## src/rtl/gray_counter_system.sv

```systemverilog
// -----------------------------------------------------------------------------
// gray_counter_system
//
// Purpose:
//   Free-running N-bit Gray-code counter for driving a LED bank. A prescaler
//   divides clk down to one count step every DIV cycles. The binary count
//   advances on each prescaler tick, and the Gray-coded value is registered
//   directly onto the LED bus.
//
// Parameters:
//   N    - width of the Gray count and LED bus (N >= 2)
//   DIV  - clk cycles per count step (DIV >= 1; DIV = 1 steps every cycle)
//
// Ports:
//   clk   in   1  system clock, rising-edge active
//   rst   in   1  synchronous active-high reset
//   leds  out  N  registered Gray-coded count
// -----------------------------------------------------------------------------
module gray_counter_system #(
  parameter int N   = 4,
  parameter int DIV = 100000000
) (
  input  logic         clk,
  input  logic         rst,
  output logic [N-1:0] leds
);

  // Prescaler width is ceil(log2(DIV)); $clog2(1) is 0, so keep at least one
  // bit so the register always exists.
  localparam int            PW         = (DIV > 1) ? $clog2(DIV) : 1;
  localparam logic [PW-1:0] PRESC_LAST = PW'(DIV - 1);

  logic [PW-1:0] r_presc;
  logic [N-1:0]  r_bin;
  logic [N-1:0]  r_leds;

  logic          w_tick;
  logic [N-1:0]  w_bin_next;
  logic [N-1:0]  w_gray_next;

  // With DIV = 1 the prescaler sits at 0 == PRESC_LAST, so tick is constant.
  assign w_tick      = (r_presc == PRESC_LAST);

  // Natural N-bit overflow gives the 2^N-1 -> 0 wrap with no extra cycle.
  assign w_bin_next  = r_bin + N'(1);

  // Gray is computed from the post-increment value so the LED register moves
  // on the same edge as the binary count.
  assign w_gray_next = w_bin_next ^ (w_bin_next >> 1);

  always_ff @(posedge clk) begin
    if (rst) begin
      r_presc <= '0;
      r_bin   <= '0;
      r_leds  <= '0;
    end else begin
      if (w_tick) begin
        r_presc <= '0;
        r_bin   <= w_bin_next;
        r_leds  <= w_gray_next;
      end else begin
        r_presc <= r_presc + PW'(1);
      end
    end
  end

  assign leds = r_leds;

endmodule

```

## config.mk

```make
export PLATFORM = sky130hd
export DESIGN_NAME = gray_counter_system
export DESIGN_NICKNAME = d
export VERILOG_FILES = /design/src/rtl/gray_counter_system.sv
export SDC_FILE = /design/constraint.sdc
export NUM_CORES = 1
export LEC_CHECK = 0
export CAP_MARGIN = 10
export CORE_UTILIZATION = 50
export DETAILED_ROUTE_END_ITERATION = 7
export DONT_BUFFER_PORTS = 1
export GPL_TIMING_DRIVEN = 1
export SLEW_MARGIN = 20
export SYNTH_ARGS = -nofsm -noshare
export SYNTH_HDL_FRONTEND = slang
export SYNTH_SLANG_ARGS = --single-unit
```

## constraint.sdc

```tcl
create_clock -name clk -period 4.4 [get_ports clk]
set_input_delay 0.66 -clock clk [delete_from_list [all_inputs] [get_ports clk]]
set_output_delay 0.66 -clock clk [all_outputs]
set_load 0.02 [all_outputs]
```

==> flow_summary.ini, run 1 <==
[worst_setup_path]
slowest_stage = dfxtp_1
required_ps = 4640
cp-startpoint = r_presc[0]$_SDFF_PP0_
worstSetupPathType = reg2reg
cp_max_fo = 9
endpoint_kind = register
cp.arrival_ps = 2120
cp_cell_sequence = ha_1 > and3_1 > nand4_2 > nor3_1 > mux2_2
path_buf_inv = 0
slowest_delay_ps = 400
crit_path_start_kind = register
reg2reg_from = r_presc[0]$_SDFF_PP0_
crit_family = simple AND/OR/NAND/NOR gates

[logic_synthesis]
synth_fp_nets = 213
avgSynthCellArea_sq_um = 8.58
synth_top_family_by_area = simple AND/OR/NAND/NOR gates
synth_top_area_cell = dfxtp_1
synthTopCellsByArea = dfxtp_1 (38%), nand4_1 (5.6%), a21oi_1 (4.7%)
synthAdderAreaFrac_pct = 1.39
ys_types = 40
synth-compound-area-share_pct = 14.8
synthMuxAreaShare_pct = 1.81
synth_seq_cells = 34
yosys.area_share.simple_pct = 30.9
synth_area_sq_mm = 0.00179
yosys_warnings = 0
yosys.area.top_type_share_pct = 37.9
yosysSeqAreaShare_pct = 37.9
synth-xor-area-share_pct = 7.32
synth_cells = 209

[sta]
maxSlewHeadroom_pct = 63.8
tightest_slew_ps = 540
holdWs_ps = 369
drv_slew = 0
finalClockSkew_ps = 9.90
setup_viol = 0
max_freq_mhz = 534
hold_violations = 0
fin_crit_sh_pct = 42.6
period_minus_slack_ps = 1870
setup_tns_ps = 0
rsz0062_at_grt = no

[detailed_routing]
drc = 0
vias = 1541
ant_nets = 0
drt_iter0_markers = 103
firstDrtPassIters = 4
vias_per_cell = 6.14
wl_per_cell_um = 14.7
routed_wl_um = 3690

[global_route]
grt_pass1_wl_um = 6400
grtUsageTotal_pct = 23.4
overflow = 0
grt_pass1_vias = 1355
grt_use_met2_pct = 35.0
grtUsageMet1_pct = 31.5
grt_max_degree = 23
grt.busiest_layer = met2
grt_use_met3_pct = 7.04
grt_antenna_before_repair = 0

[pwr]
power_mw = 0.527
seqPwrFrac_pct = 60.6
power_switching_mw = 0.127
p_int_mw = 0.400
power_density_mw_per_mm2 = 286
p_comb_share_pct = 4.0
clock_power_share_pct = 35.4
p_leak_nw = 0.567
swShare_pct = 24.1
ir_drop_mv = 0.192

[clock_network]
hold_buffers = 0
cts.sinks = 34
clk_pin_slew_ps = 100
cts_resized = 0
cts_tree = done
root_buffer = clkbuf_4
cts_setup_buffers = 0
cts-buffers-inserted = 5
htreeDepth = 2
cts_buffer_depth = 2
clock_latency_ps = 350

[final_layout]
syn2layout_area_growth_pct = 2.79
drive_above_1_share_pct = 8.78
antenna-diode-count = 0
final_nets = 208
final_common_cell = dfxtp_1
most-common-layout-cells = dfxtp_1 (34), a21oi_1 (17), nor2_1 (16), nand4_1 (16), nand3_1 (13)
fin_area_sq_mm = 0.00184
fillerInstances = 327

[floorplanning]
initial_utilization_pct = 52.9
io_pins = 6
die_w_um = 61.9
die_h_um = 61.9
rows = 21
coreArea_sq_mm = 0.00339
die_area_sq_mm = 0.00383

[place]
gp_congestion = 0.868
place_area_sq_mm = 0.00178
portBuffers = 0
post-dp-hpwl_um = 2590

[job]
drv_cap = 0

[min_path]
min_from = rst
holdCritPathClass = in2reg

[outcome]
status = complete, no violations
## logic make-up (layout without fill, tap and decap cells)
| kind of cell | Yosys count | in the layout |
|---|---|---|
| AND/OR/NAND/NOR | 91 | 91 |
| buffers and inverters | 21 | 17 |
| AO/OA/AOI/OAI | 43 | 43 |
| XOR/XNOR | 15 | 15 |
| multiplexers | 3 | 3 |
| flip-flops | 34 | 34 |
| adder cells (fa/ha/maj) | 2 | 2 |
## path summary, 6_finish.rpt
path / end / slack, ps / cells after the start
min: r_bin[0]$_SDFFE_PP0N_ / 370 / 1
max: r_bin[3]$_SDFFE_PP0N_ / 2530 / 5
min reg2reg: r_presc[0]$_SDFF_PP0_ / 490 / 1
max reg2reg: r_bin[3]$_SDFFE_PP0N_ / 2530 / 5
## Yosys cell counts (all sizes together)
| library cell | number |
|---|---|
| nand4 | 19 |
| and3 | 4 |
| nand4b | 1 |
| a31o | 2 |
| or4 | 5 |
| o31ai | 5 |
| mux2 | 2 |
| a211oi | 1 |
| nor4 | 6 |
| inv | 8 |
| xor2 | 6 |
| nand2b | 1 |
| o21ai | 10 |
| and4 | 4 |
| dfxtp | 34 |
| nor3 | 6 |
| a21boi | 1 |
| o21bai | 2 |
| mux2i | 1 |
| xnor2 | 9 |
| nand3 | 13 |
| or3 | 5 |
| nor2b | 3 |
| a41o | 1 |
| o32ai | 2 |
| nand2 | 6 |
| a21oi | 17 |
| and2 | 2 |
| o311ai | 1 |
| buf | 12 |
| clkbuf | 1 |
| a2bb2oi | 1 |
| nor2 | 16 |
| ha | 2 |
## registers in the layout (all words and copies together), names as in the netlist
name	count
r_bin	4
leds	3
r_presc	27
## through the flow
stage / instances / setup slack [ps] / util, %
3_3_place_gp: 243 / 2600 / 52.6
4_1_cts: 251 / 2520 / 54.4
3_5_place_dp: 243 / 2540 / 52.6
2_1_floorplan: 209 / 2730 / -
6_report: 251 / 2530 / 54.4
5_1_grt: 251 / 2370 / 54.4
## layer usage
metal  part of all wire (%)  vias to the layer above
met5                      0                        -
met4                    1.7                        0
met3                    6.2                        6
met2                     45                       39
met1                     47                      720
li1                       -                      776
## layout make-up
| cell class | instances | area [sq um] | area share, % |
|---|---|---|---|
| Clock buffer | 7 | 55.1 | 2.99 |
| Clock inverter | 1 | 5.00 | 0.271 |
| Inverter | 8 | 30.0 | 1.63 |
| Multi-Input combinational cell | 154 | 1010 | 54.7 |
| Sequential cell | 34 | 681 | 36.9 |
| Tap cell | 46 | 57.6 | 3.12 |
| Timing Repair Buffer | 1 | 7.51 | 0.407 |
## power groups by stage
stage | combinational (mW) | clock, mW | sequential (mW)
2_1_floorplan | 0.0187 | 0 | 0.325
3_3_place_gp | 0.0207 | 0 | 0.326
3_5_place_dp | 0.0212 | 0 | 0.326
4_1_cts | 0.0214 | 0.190 | 0.319
5_1_grt | 0.0241 | 0.208 | 0.321
6_report | 0.0212 | 0.187 | 0.319
(Power assumes the default switching activity.)
==> inputs of run 2 (changes only) <==
==> constraint.sdc (replaced) <==
create_clock -name clk -period 1.75 [get_ports clk]
set_input_delay 0.2625 -clock clk [delete_from_list [all_inputs] [get_ports clk]]
set_output_delay 0.2625 -clock clk [all_outputs]
set_load 0.02 [all_outputs]
==> flow_summary.ini, run 2 (synthesis gave the netlist of run 1 again) <==
[final_layout]
top_register = r_presc
fillerInstances = 292
most-common-layout-cells = dfxtp_1 (33), buf_4 (22), a21oi_1 (17), nor2_1 (16), nand4_1 (16)
layoutNonFillerInstCount = 273
syn2layout_area_growth_pct = 13.5
final_common_cell = dfxtp_1
drive_above_1_share_pct = 18.9
antenna-diode-count = 0
largest_reg_flops = 27
final_nets = 231

[worst_setup_path]
endpoint_kind = register
cp-startpoint = r_presc[10]$_SDFF_PP0_
rr_worst_depth = 4
rrSetupSlack_ps = 70
slowest_delay_ps = 500
cp_num_cells = 4
cp_cell_sequence = and4_1 > nand4_2 > or4_1 > a21oi_1
r2r_end = r_presc[23]$_SDFF_PP0_
worstSetupPathType = reg2reg
path_buf_inv = 0
required_ps = 2020
cp_max_fo = 6
crit_path_end = r_presc[23]$_SDFF_PP0_
slowest_stage = or4_1
reg2reg_from = r_presc[10]$_SDFF_PP0_
cp.arrival_ps = 1950
crit_path_start_kind = register
crit_family = simple AND/OR/NAND/NOR gates

[clock_network]
clock_latency_ps = 330
cts_buffer_depth = 2
cts_setup_buffers = 0
cts.sinks = 34
root_buffer = clkbuf_4
cts-buffers-inserted = 5
cts_tree = done
htreeDepth = 2
clk_pin_slew_ps = 100

[place]
gp_congestion = 0.811
post-dp-hpwl_um = 3070
portBuffers = 0
post-place-cells = 265
pre_cts_slack_ps = 8.44

[detailed_routing]
drt_iter0_markers = 59
vias = 1653
routed_wl_um = 4150
firstDrtPassIters = 4
vias_per_cell = 6.05
drc = 0
wl_per_cell_um = 15.2
ant_nets = 0

[pwr]
ir_drop_mv = 0.383
p_leak_nw = 0.681
power_density_mw_per_mm2 = 624

[sta]
max_freq_mhz = 596
period_minus_slack_ps = 1680
drv_slew = 0
fin_crit_sh_pct = 95.8
hold_violations = 0
tightest_slew_ps = 382
rsz0062_at_grt = yes
maxSlewHeadroom_pct = 74.3
finalClockSkew_ps = 7.56
setup_viol = 0
setup_slack_ps = 73.0

[min_path]
holdCritPathClass = in2reg

[outcome]
status = complete, no violations

[global_route]
overflow = 0
grt_antenna_before_repair = 0
grtUsageTotal_pct = 23.7
grt_pass1_vias = 1488
grt_pass1_wl_um = 6490
grt_max_degree = 23

[floorplanning]
die_w_um = 61.9
die_h_um = 61.9
initial_utilization_pct = 52.9
io_pins = 6
die_area_sq_mm = 0.00383
coreArea_sq_mm = 0.00339
rows = 21

[job]
drv_cap = 0
-- run 2: per-stage QoR --
step | area [sq um] | hold WS, ps | setup TNS (ps) | util [%] | power (mW)
final | 2040 | 29.3 | 0 | 60.1 | 1.27
after global routing | 2040 | 20.4 | -57.7 | 60.1 | 1.33
after global placement | 1960 | 334 | 0 | 57.9 | 0.880
after CTS | 2020 | 17.2 | 0 | 59.5 | 1.29
after detailed placement | 1960 | 336 | 0 | 57.9 | 0.883
after floorplan | 1790 | 437 | 0 | - | 0.864
-- run 2: what timing repair did --
item / in CTS / in global routing
hold endpoints to repair: 7 / 0
setup endpoints to repair: 1 / 23
resized for setup: 1 / 4
pin swaps: 0 / 0
hold buffers: 1 / 0
-- run 2: area by class of cell --
cell class / count / area [sq um] / area share (%)
inverter: 8 / 30.0 / 1.48
tap: 46 / 57.6 / 2.83
multi-input combinational: 154 / 1030 / 50.4
timing repair buffer: 24 / 195 / 9.59
clock buffer: 7 / 45.0 / 2.21
sequential: 34 / 682 / 33.5
-- run 2: report_power, final --
part           switching (mW)  internal (mW)  total, mW
Sequential             0.0151          0.787      0.802
Combinational          0.0356         0.0315     0.0670
Clock                   0.249          0.152      0.401
-- run 2: worst min-delay path by stage --
stage / startpoint / endpoint / slack, ps / depth (start not counted)
after floorplan: r_presc[0]$_SDFF_PP0_ / r_presc[0]$_SDFF_PP0_ / 440 / 1
after global placement: rst / r_bin[0]$_SDFFE_PP0N_ / 330 / 1
after detailed placement: rst / r_bin[0]$_SDFFE_PP0N_ / 340 / 1
after CTS: rst / r_presc[26]$_SDFF_PP0_ / 20 / 1
after global routing: rst / r_presc[26]$_SDFF_PP0_ / 20 / 1
final: rst / r_presc[26]$_SDFF_PP0_ / 30 / 1
-- run 2: per-layer routing --
layer | track usage [%] | share of wire (%) | up-vias | wire, um
met3 | 6.42 | 4.2 | 10 | 173
li1 | - | - | 814 | -
met1 | 27.6 | 45 | 799 | 1860
met2 | 41.2 | 49 | 30 | 2020
met5 | 0 | 0 | - | 0
met4 | 9.52 | 2.3 | 0 | 95
==> inputs of run 3 (changes only) <==
--- a/config.mk
+++ b/config.mk
@@ -10,6 +10,7 @@
 export DETAILED_ROUTE_END_ITERATION = 7
 export DONT_BUFFER_PORTS = 1
 export GPL_TIMING_DRIVEN = 1
+export PLACE_DENSITY = 0.66
 export SLEW_MARGIN = 20
 export SYNTH_ARGS = -nofsm -noshare
 export SYNTH_HDL_FRONTEND = slang
==> flow_summary.ini, run 3 (synthesis gave the netlist of run 1 again) <==
[final_layout]
fillerInstances = 293
layoutNonFillerInstCount = 271
multi_input_area_sq_mm = 0.00107
final_common_cell = dfxtp_1
top_register = r_presc
syn2layout_area_growth_pct = 14.7
postLayoutCoreUtil_pct = 60.7
seq_area_sq_um = 683
antenna-diode-count = 0
most-common-layout-cells = dfxtp_1 (32), buf_4 (20), a21oi_1 (17), nor2_1 (16), nand4_1 (16)
drive_above_1_share_pct = 21.3
final_nets = 229
fin_area_sq_mm = 0.00206
largest_reg_flops = 27

[place]
post-place-cells = 262
gp_congestion = 0.858
portBuffers = 0
pre_cts_slack_ps = 4.23
place_area_sq_mm = 0.00193
post-dp-hpwl_um = 2980

[pwr]
power_mw = 1.26
seqPwrFrac_pct = 63.6
power_density_mw_per_mm2 = 613
clock_power_share_pct = 30.9
p_int_mw = 0.970
power_switching_mw = 0.292
swShare_pct = 23.1
ir_drop_mv = 0.398
p_comb_share_pct = 5.5
p_leak_nw = 0.695

[worst_setup_path]
required_ps = 2020
cp.arrival_ps = 1900
worstSetupPathType = reg2reg
crit_path_start_kind = register
cp_max_fo = 6
endpoint_kind = register

[global_route]
grt_pass1_vias = 1535
grtUsageTotal_pct = 24.1
grt_pass1_wl_um = 6580
grt_max_degree = 21
overflow = 0
grt_antenna_before_repair = 0

[clock_network]
htreeDepth = 2
cts_buffer_depth = 2
cts_tree = done
clock_latency_ps = 330
root_buffer = clkbuf_4
clk_pin_slew_ps = 90
cts.sinks = 34
cts-buffers-inserted = 5

[detailed_routing]
drc = 0
vias_per_cell = 6.07
wl_per_cell_um = 15.5
drt_iter0_markers = 92
vias = 1646
ant_nets = 0
routed_wl_um = 4200
firstDrtPassIters = 4

[sta]
finalClockSkew_ps = 5.98
max_freq_mhz = 613
fin_crit_sh_pct = 93.2
hold_violations = 0
holdWs_ps = 36.6
setup_tns_ps = 0
period_minus_slack_ps = 1630
drv_slew = 0
maxSlewHeadroom_pct = 75.1
tightest_slew_ps = 373
setup_slack_ps = 118
rsz0062_at_grt = no
setup_viol = 0

[floorplanning]
die_h_um = 61.9
die_w_um = 61.9
die_area_sq_mm = 0.00383
coreArea_sq_mm = 0.00339
initial_utilization_pct = 52.9
io_pins = 6
rows = 21

[outcome]
status = complete, no violations

[job]
drv_cap = 0

[min_path]
holdCritPathClass = in2reg
[run 3: changes by cell type in the layout (fill, tap and decap cells not counted), moves of 2 or more]
| cell | previous run | this run |
|---|---|---|
| buf_4 | 22 | 20 |
| nand4_2 | 3 | 1 |
| nand4_4 | 0 | 2 |
| and4_1 | 3 | 1 |
[run 3: worst paths after layout]
| check | end | cells past startpoint | startpoint | slack [ps] |
|---|---|---|---|---|
| worst max-delay path | r_presc[25]$_SDFF_PP0_ | 4 | r_presc[10]$_SDFF_PP0_ | 120 |
| worst min-delay path | r_presc[24]$_SDFF_PP0_ | 1 | rst | 40 |
| worst max register to register | r_presc[25]$_SDFF_PP0_ | 4 | r_presc[10]$_SDFF_PP0_ | 120 |
| worst min register to register | r_presc[0]$_SDFF_PP0_ | 1 | r_presc[0]$_SDFF_PP0_ | 450 |
[run 3: worst max-delay path, cell delays in order, from the launching register on]
cell,delay (ps)
dfxtp_1,450
and4_2,320
nand4_2,160
or4_1,500
a21oi_1,150
[run 3: final cells by class]
class	count	area share [%]
timing repair buffer	22	8.33
tap	46	2.80
inverter	8	1.46
clock buffer	7	2.19
multi-input combinational	154	52.0
sequential	34	33.2
[run 3: timing repair]
action / CTS / global route
resized for setup: 1 / 16
hold buffers: 1 / 0
hold endpoints to repair: 7 / 0
setup buffers: 0 / 1
setup endpoints to repair: 6 / 31
pin swaps: 0 / 1
[run 3: routing by layer]
layer  share of wire (%)  wire length [um]  track usage, %  vias up
li1                    -                 -               -      811
met2                  51              2130            39.6       54
met4                 1.9                78            13.3        0
met3                 7.4               311            7.66        7
met5                   0                 0               0        -
met1                  40              1680            27.8      774
[run 3: power by group through the flow]
stage | logic (mW) | clock network [mW] | registers (mW)
5_1_grt | 0.0762 | 0.437 | 0.804
3_3_place_gp | 0.0596 | 0 | 0.819
4_1_cts | 0.0666 | 0.415 | 0.802
6_report | 0.0695 | 0.390 | 0.803
3_5_place_dp | 0.0622 | 0 | 0.820
2_1_floorplan | 0.0470 | 0 | 0.817
